==> src/rtl/fir_pkg.sv <==
// Shared state encoding and default sizing for the FIR input sequencer.
// FIR_SEQ_CTRL_DRAIN_EN adds the DRAIN state that flushes the FIR tail.
package fir_pkg;

    localparam int DEF_NBR_OF_TAPS  = 3;
    localparam int DEF_TAP_SIZE     = 3;
    localparam int DEF_X_N_SIZE     = 8;
    localparam int DEF_SETUP_CYCLES = 4;

    typedef enum logic [2:0] {
        ST_SETUP  = 3'd0,
        ST_IDLE   = 3'd1,
        ST_LOAD   = 3'd2,
        ST_STREAM = 3'd3
`ifdef FIR_SEQ_CTRL_DRAIN_EN
        , ST_DRAIN = 3'd4
`endif
    } fir_state_e;

endpackage

==> src/rtl/fir_coef_shifter.sv <==
// Holds a captured coefficient set and walks its taps from the top slice down,
// presenting the sign-extended slice that will be on the bus next cycle.
module fir_coef_shifter
    import fir_pkg::*;
#(
    parameter int NBR_OF_TAPS = DEF_NBR_OF_TAPS,
    parameter int TAP_SIZE    = DEF_TAP_SIZE,
    parameter int X_N_SIZE    = DEF_X_N_SIZE
) (
    input  logic                            clk,
    input  logic                            reset,
    input  logic                            load_i,
    input  logic                            shift_i,
    input  logic [NBR_OF_TAPS*TAP_SIZE-1:0] coef_data_i,
    output logic [X_N_SIZE-1:0]             slice_o,
    output logic                            last_o
);
    localparam int IDX_W = (NBR_OF_TAPS > 1) ? $clog2(NBR_OF_TAPS) : 1;

    logic [NBR_OF_TAPS-1:0][TAP_SIZE-1:0] hold_q, hold_d;
    logic [IDX_W-1:0]                     idx_q, idx_d;
    logic signed [TAP_SIZE-1:0]           tap;
    logic signed [X_N_SIZE-1:0]           tap_ext;

    always_comb begin
        hold_d = hold_q;
        idx_d  = idx_q;
        if (load_i) begin
            hold_d = coef_data_i;
            idx_d  = IDX_W'(NBR_OF_TAPS - 1);
        end else if (shift_i && idx_q != '0) begin
            idx_d = idx_q - 1'b1;
        end
    end

    always_ff @(posedge clk) begin
        if (reset) begin
            hold_q <= '0;
            idx_q  <= '0;
        end else begin
            hold_q <= hold_d;
            idx_q  <= idx_d;
        end
    end

    // Look ahead through the next-state values so the top can register the slice.
    assign tap     = hold_d[idx_d];
    assign tap_ext = X_N_SIZE'(tap);
    assign slice_o = tap_ext;
    assign last_o  = (idx_q == '0);

endmodule

==> src/rtl/fir_seq_ctrl.sv <==
// Sequencer feeding a FIR: coefficient loads, sample streaming, optional tail
// flush (DRAIN, enabled by FIR_SEQ_CTRL_DRAIN_EN). FIR-side outputs are registered.
module fir_seq_ctrl
    import fir_pkg::*;
#(
    parameter int NBR_OF_TAPS  = DEF_NBR_OF_TAPS,
    parameter int TAP_SIZE     = DEF_TAP_SIZE,
    parameter int X_N_SIZE     = DEF_X_N_SIZE,
    parameter int SETUP_CYCLES = DEF_SETUP_CYCLES
) (
    input  logic                            clk,
    input  logic                            reset,
    input  logic                            coef_valid,
    input  logic [NBR_OF_TAPS*TAP_SIZE-1:0] coef_data,
    output logic                            coef_ready,
    input  logic                            smp_valid,
    input  logic [X_N_SIZE-1:0]             smp_data,
    output logic                            smp_ready,
    output logic [X_N_SIZE-1:0]             fir_x_n,
    output logic                            fir_tvalid,
    output logic                            fir_set_coeffs,
    output logic                            cfg_done,
    output logic                            busy
);
    localparam int SU_W = (SETUP_CYCLES > 1) ? $clog2(SETUP_CYCLES) : 1;

    fir_state_e          state_q, state_d;
    logic [SU_W-1:0]     setup_q, setup_d;
    logic [X_N_SIZE-1:0] x_n_q, x_n_d;
    logic                tvalid_q, tvalid_d;
    logic                setc_q, setc_d;
    logic                done_q, done_d;
    logic                busy_q, busy_d;
    logic                coef_acc, smp_acc, setup_done;
    logic                coef_last;
    logic [X_N_SIZE-1:0] coef_slice;

`ifdef FIR_SEQ_CTRL_DRAIN_EN
    localparam int DRN_W = $clog2(2 * NBR_OF_TAPS);
    logic [DRN_W-1:0] drn_q, drn_d;
`endif

    // Readies are decoded from registered state so they can react to valid in-cycle.
    assign coef_acc   = (state_q == ST_IDLE) && coef_valid;
    assign smp_acc    = (state_q == ST_STREAM) && smp_valid && !coef_valid;
    assign setup_done = (int'(setup_q) >= SETUP_CYCLES - 1);

    fir_coef_shifter #(
        .NBR_OF_TAPS (NBR_OF_TAPS),
        .TAP_SIZE    (TAP_SIZE),
        .X_N_SIZE    (X_N_SIZE)
    ) u_shifter (
        .clk         (clk),
        .reset       (reset),
        .load_i      (coef_acc),
        .shift_i     ((state_q == ST_LOAD) && !coef_last),
        .coef_data_i (coef_data),
        .slice_o     (coef_slice),
        .last_o      (coef_last)
    );

    always_ff @(posedge clk) begin
        if (reset) begin
            state_q  <= ST_SETUP;
            setup_q  <= '0;
            x_n_q    <= '0;
            tvalid_q <= 1'b0;
            setc_q   <= 1'b0;
            done_q   <= 1'b0;
            busy_q   <= 1'b1;
        end else begin
            state_q  <= state_d;
            setup_q  <= setup_d;
            x_n_q    <= x_n_d;
            tvalid_q <= tvalid_d;
            setc_q   <= setc_d;
            done_q   <= done_d;
            busy_q   <= busy_d;
        end
    end

`ifdef FIR_SEQ_CTRL_DRAIN_EN
    always_ff @(posedge clk) begin
        if (reset) drn_q <= '0;
        else       drn_q <= drn_d;
    end
`endif

    always_comb begin
        state_d = state_q;
        setup_d = setup_q;
`ifdef FIR_SEQ_CTRL_DRAIN_EN
        drn_d   = drn_q;
`endif
        case (state_q)
            ST_SETUP: begin
                if (setup_done) state_d = ST_IDLE;
                else            setup_d = setup_q + 1'b1;
            end
            ST_IDLE: begin
                if (coef_valid)     state_d = ST_LOAD;
                else if (smp_valid) state_d = ST_STREAM;
            end
            ST_LOAD: begin
                if (coef_last) state_d = ST_IDLE;
            end
            ST_STREAM: begin
                // Any cycle without an accepted sample ends the burst.
                if (!smp_acc) begin
`ifdef FIR_SEQ_CTRL_DRAIN_EN
                    state_d = ST_DRAIN;
                    drn_d   = DRN_W'(2 * NBR_OF_TAPS - 2);
`else
                    state_d = ST_IDLE;
`endif
                end
            end
`ifdef FIR_SEQ_CTRL_DRAIN_EN
            ST_DRAIN: begin
                if (drn_q == '0) state_d = ST_IDLE;
                else             drn_d   = drn_q - 1'b1;
            end
`endif
            default: state_d = ST_SETUP;
        endcase
    end

    always_comb begin
        x_n_d    = '0;
        tvalid_d = 1'b0;
        setc_d   = 1'b0;
        done_d   = (state_q == ST_LOAD) && coef_last;
        busy_d   = (state_d != ST_IDLE);
        if (smp_acc) begin
            x_n_d    = smp_data;
            tvalid_d = 1'b1;
        end
        case (state_d)
            ST_LOAD: begin
                setc_d = 1'b1;
                x_n_d  = coef_slice;
            end
`ifdef FIR_SEQ_CTRL_DRAIN_EN
            ST_DRAIN: tvalid_d = 1'b1;
`endif
            default: ;
        endcase
    end

    assign coef_ready     = coef_acc;
    assign smp_ready      = smp_acc;
    assign fir_x_n        = x_n_q;
    assign fir_tvalid     = tvalid_q;
    assign fir_set_coeffs = setc_q;
    assign cfg_done       = done_q;
    assign busy           = busy_q;

endmodule
==> config.mk <==
export PLATFORM = sky130hd
export DESIGN_NAME = fir_seq_ctrl
export DESIGN_NICKNAME = d
export VERILOG_FILES = /design/src/rtl/fir_pkg.sv /design/src/rtl/fir_coef_shifter.sv /design/src/rtl/fir_seq_ctrl.sv
export SDC_FILE = /design/constraint.sdc
export NUM_CORES = 1
export LEC_CHECK = 0
export CAP_MARGIN = 10
export CORE_MARGIN = 5
export CORE_UTILIZATION = 45
export CTS_CLUSTER_DIAMETER = 50
export CTS_CLUSTER_SIZE = 40
export DETAILED_ROUTE_END_ITERATION = 10
export GPL_TIMING_DRIVEN = 0
export PLACE_DENSITY_LB_ADDON = 0.15
export SLEW_MARGIN = 20
export SYNTH_ARGS = -nofsm -noshare
export SYNTH_HDL_FRONTEND = slang
export SYNTH_SLANG_ARGS = --single-unit
export TNS_END_PERCENT = 100
==> constraint.sdc <==
create_clock -name clk -period 3.1 [get_ports clk]
set_input_delay 0.465 -clock clk [delete_from_list [all_inputs] [get_ports clk]]
set_output_delay 0.465 -clock clk [all_outputs]
set_load 0.02 [all_outputs]
==> out/results.ini, run 1 <==
[run_status]
status = finished, final reports clean

[logic_synthesis]
yosysWarnings = 0
yosys_most_used_dff = dfxtp_1
ys_top_cells_by_area = dfxtp_1 (48%), mux2i_1 (9.3%), nor2_1 (6.4%)
ys_types = 34
postSynthCellCount = 120
synthTopCellsByCount = dfxtp_1 (28), nor2_1 (20), mux2i_1 (11)
syn-num-nets = 143
postSynthAreaPerCell_um2 = 9.822
synthArstFlopShare = 0
synth_top_area_frac = 0.4756
yosysMostFrequentCell = dfxtp_1
yosysTopAreaCell = dfxtp_1
synth-seq-area-share = 0.4756
ys_seq_elements = 28
synth_edf_count = 0
netlist_area_mm2 = 0.001179

[timing]
fin_ws_ns = 0.4111
hold_viol = 0
rsz0062_at_grt = no
max-slew-margin-rel = 0.5036
drv_slew = 0
fmax_mhz = 371.9
setup_viol = 0
period_minus_slack_ns = 2.689
min_period_over_period = 0.8674
worst_pin_slew_ns = 0.7385
fin_worst_skew_ns = 0.008820
setup_tns_ns = 0

[global_routing]
grt_pass1_wl_um = 4174
antenna_found_initial = 0
grt_pass1_vias = 938
grt_max_degree = 17
grt_usage = 0.1501
gr-total-overflow = 0

[power_and_ir_drop]
swShare = 0.1958
power_frac_seq = 0.562
power_density_mw_per_mm2 = 407.4
cell_internal_pwr_uw = 526.0
power_frac_comb = 0.076
clock_power_share = 0.362
power_switching_uw = 128.0
ir_drop_mv = 0.3025
p_leak_uw = 0.0006351

[floorplanning]
io_pins = 35
die_w_um = 61.18
die_y_um = 61.18
initial_core_util = 0.4715
row_count = 18
dieArea_mm2 = 0.003742
core-area_mm2 = 0.002500

[clock_network]
cts_buffers = 3
cts_tree = done
path_clk_slew_ns = 0.14
clock_sinks = 28
postCtsResizedCells = 0
post_cts_buffers = 0
cts_hold_buffers = 0
root_buffer = clkbuf_4
clk_path_buf_depth = 2
htreeDepth = 1
clk_latency_ns = 0.33

[drt]
avgViaCountPerCell = 5.134
top_layer = met4
routed_wl_um = 2595
wire_per_inst_um = 13.88
first_pass_iters = 4
ant_nets = 0
met2_length_um = 1280
drt_iter0_drc = 22
drt-met1-wl_um = 1166
vias = 960
wl_met3_um = 122
drc = 0

[critical_path]
reg2reg_from = u_shifter.idx_q[0]$_SDFF_PP0_
path_class = in2out
crit_path_frequent_cell = clkdlybuf4s50_1
cpMaxStageDelayCell = clkdlybuf4s50_1
cp-start-kind = input pin
r2r_cells = 7
cpPeakStageDelay_ns = 0.67
worstPathCellList = clkdlybuf4s50_1 > and4bb_2 > buf_2 > clkdlybuf4s50_1
worst-path-buf-inv = 3
r2r_end = fir_x_n[4]$_SDFF_PP0_
critPathRequiredTime_ns = 2.63
cp_top_family = buffers and inverters
end_kind = output port
worstPathMaxFanout = 10
reg2reg_slack_ns = 0.60
arrival_ns = 2.22

[placement]
routabilityCongestion = 0.8590
pre_cts_slack_ns = 0.4176
io_buffers = 33
dp_hpwl_um = 2042

[job]
cap_viol_max_count = 0

[min_path]
hold_class = reg2reg
min_path_cells = 2
worstHoldStart = u_shifter.hold_q[3]$_SDFF_PP0_
min_delay_worst_endpoint = u_shifter.hold_q[3]$_SDFF_PP0_

[finish]
areaGrowthSynthToFinish_pct = 36.20
drive_gt1_frac = 0.1146
nNetsFinal = 181
n_antenna_cell = 0

-- state kept, by name, indices dropped and copies added (netlist names) --
name              cells
setup_q               2
u_shifter.idx_q       2
u_shifter.hold_q      9
busy                  1
cfg_done              1
fir_x_n               8
fir_set_coeffs        1
state_q               3
fir_tvalid            1
-- how the worst max path moves through the flow --
| stage | cells after the start | to | startpoint |
|---|---|---|---|
| after floorplan | 7 | fir_x_n[2]$_SDFF_PP0_ | u_shifter.idx_q[0]$_SDFF_PP0_ |
| after global placement | 4 | coef_ready | coef_valid |
| after detailed placement | 4 | coef_ready | coef_valid |
| after CTS | 4 | coef_ready | coef_valid |
| after global routing | 4 | coef_ready | coef_valid |
| final | 4 | coef_ready | coef_valid |
-- final cells by class --
type	count	area (um^2)
Clock inverter	1	30.03
Clock buffer	3	22.52
Inverter	5	18.77
Tap cell	30	37.54
Sequential cell	28	560.5
Fill cell	222	894.6
Timing Repair Buffer	33	330.3
Multi-Input combinational cell	81	571.8
Buffer	6	33.78
-- layer usage --
| layer | vias to the layer above | global-route usage |
|---|---|---|
| li1 | 494 | - |
| met1 | 438 | 0.1897 |
| met2 | 24 | 0.2538 |
| met3 | 4 | 0.02725 |
| met4 | 0 | 0.05573 |
| met5 | - | 0 |
-- placed cells by master, fill, tap and decap left out, types with 2 or more instances in the layout --
cell type / count
nor4_1: 2
dfxtp_1: 28
clkbuf_4: 3
nand2_1: 6
nor3_1: 5
or3_1: 3
buf_2: 3
clkdlybuf4s50_1: 33
mux2i_1: 11
a21oi_1: 2
inv_1: 5
a32oi_1: 2
clkbuf_1: 2
o21ai_0: 3
a21o_1: 6
ha_1: 2
nor2_1: 20
-- stage by stage --
| step | utilization | hold slack (ns) | power [uW] | instance area, um^2 | std cells |
|---|---|---|---|---|---|
| after floorplan | - | 0.4544 | 394.5 | 1179 | 120 |
| after CTS | 0.6421 | 0.5243 | 660.1 | 1605 | 187 |
| after global placement | 0.6186 | 0.4755 | 423.3 | 1546 | 183 |
| after detailed placement | 0.6211 | 0.4876 | 425.5 | 1553 | 183 |
| after global routing | 0.6421 | 0.5504 | 678.5 | 1605 | 187 |
| final | 0.6421 | 0.5108 | 654.0 | 1605 | 187 |
-- cells by family after synthesis --
kind of cell               synth area share
AOI/OAI and AO/OA                    0.1348
adders and majority gates           0.02123
buffers and inverters               0.04459
xor gates and xnor gates           0.007432
muxes                                0.1157
DFF                                  0.4756
and+or+nand+nor                      0.1974
other                              0.003182
-- power groups by stage --
stage	Combinational (uW)	Clock, uW	Sequential (uW)
after detailed placement	50.2	0	375
final	50.0	237	367
after global placement	48.4	0	375
after global routing	54.5	256	368
after floorplan	19.7	0	375
after CTS	50.5	242	367
-- worst min-delay path: stages, from the launching register on --
cell     delay (ns)
dfxtp_1        0.35
mux2i_1        0.06
nor2_1         0.07
(Power assumes the default switching activity.)
==> run 2, diff against run 1 <==
--- a/config.mk
+++ b/config.mk
@@ -11,6 +11,7 @@
 export CTS_CLUSTER_DIAMETER = 50
 export CTS_CLUSTER_SIZE = 40
 export DETAILED_ROUTE_END_ITERATION = 10
+export GPL_ROUTABILITY_DRIVEN = 1
 export GPL_TIMING_DRIVEN = 0
 export PLACE_DENSITY_LB_ADDON = 0.15
 export SLEW_MARGIN = 20
==> results of run 2 <==
Same layout as run 1: the final DEF is identical, and so are final timing and power.
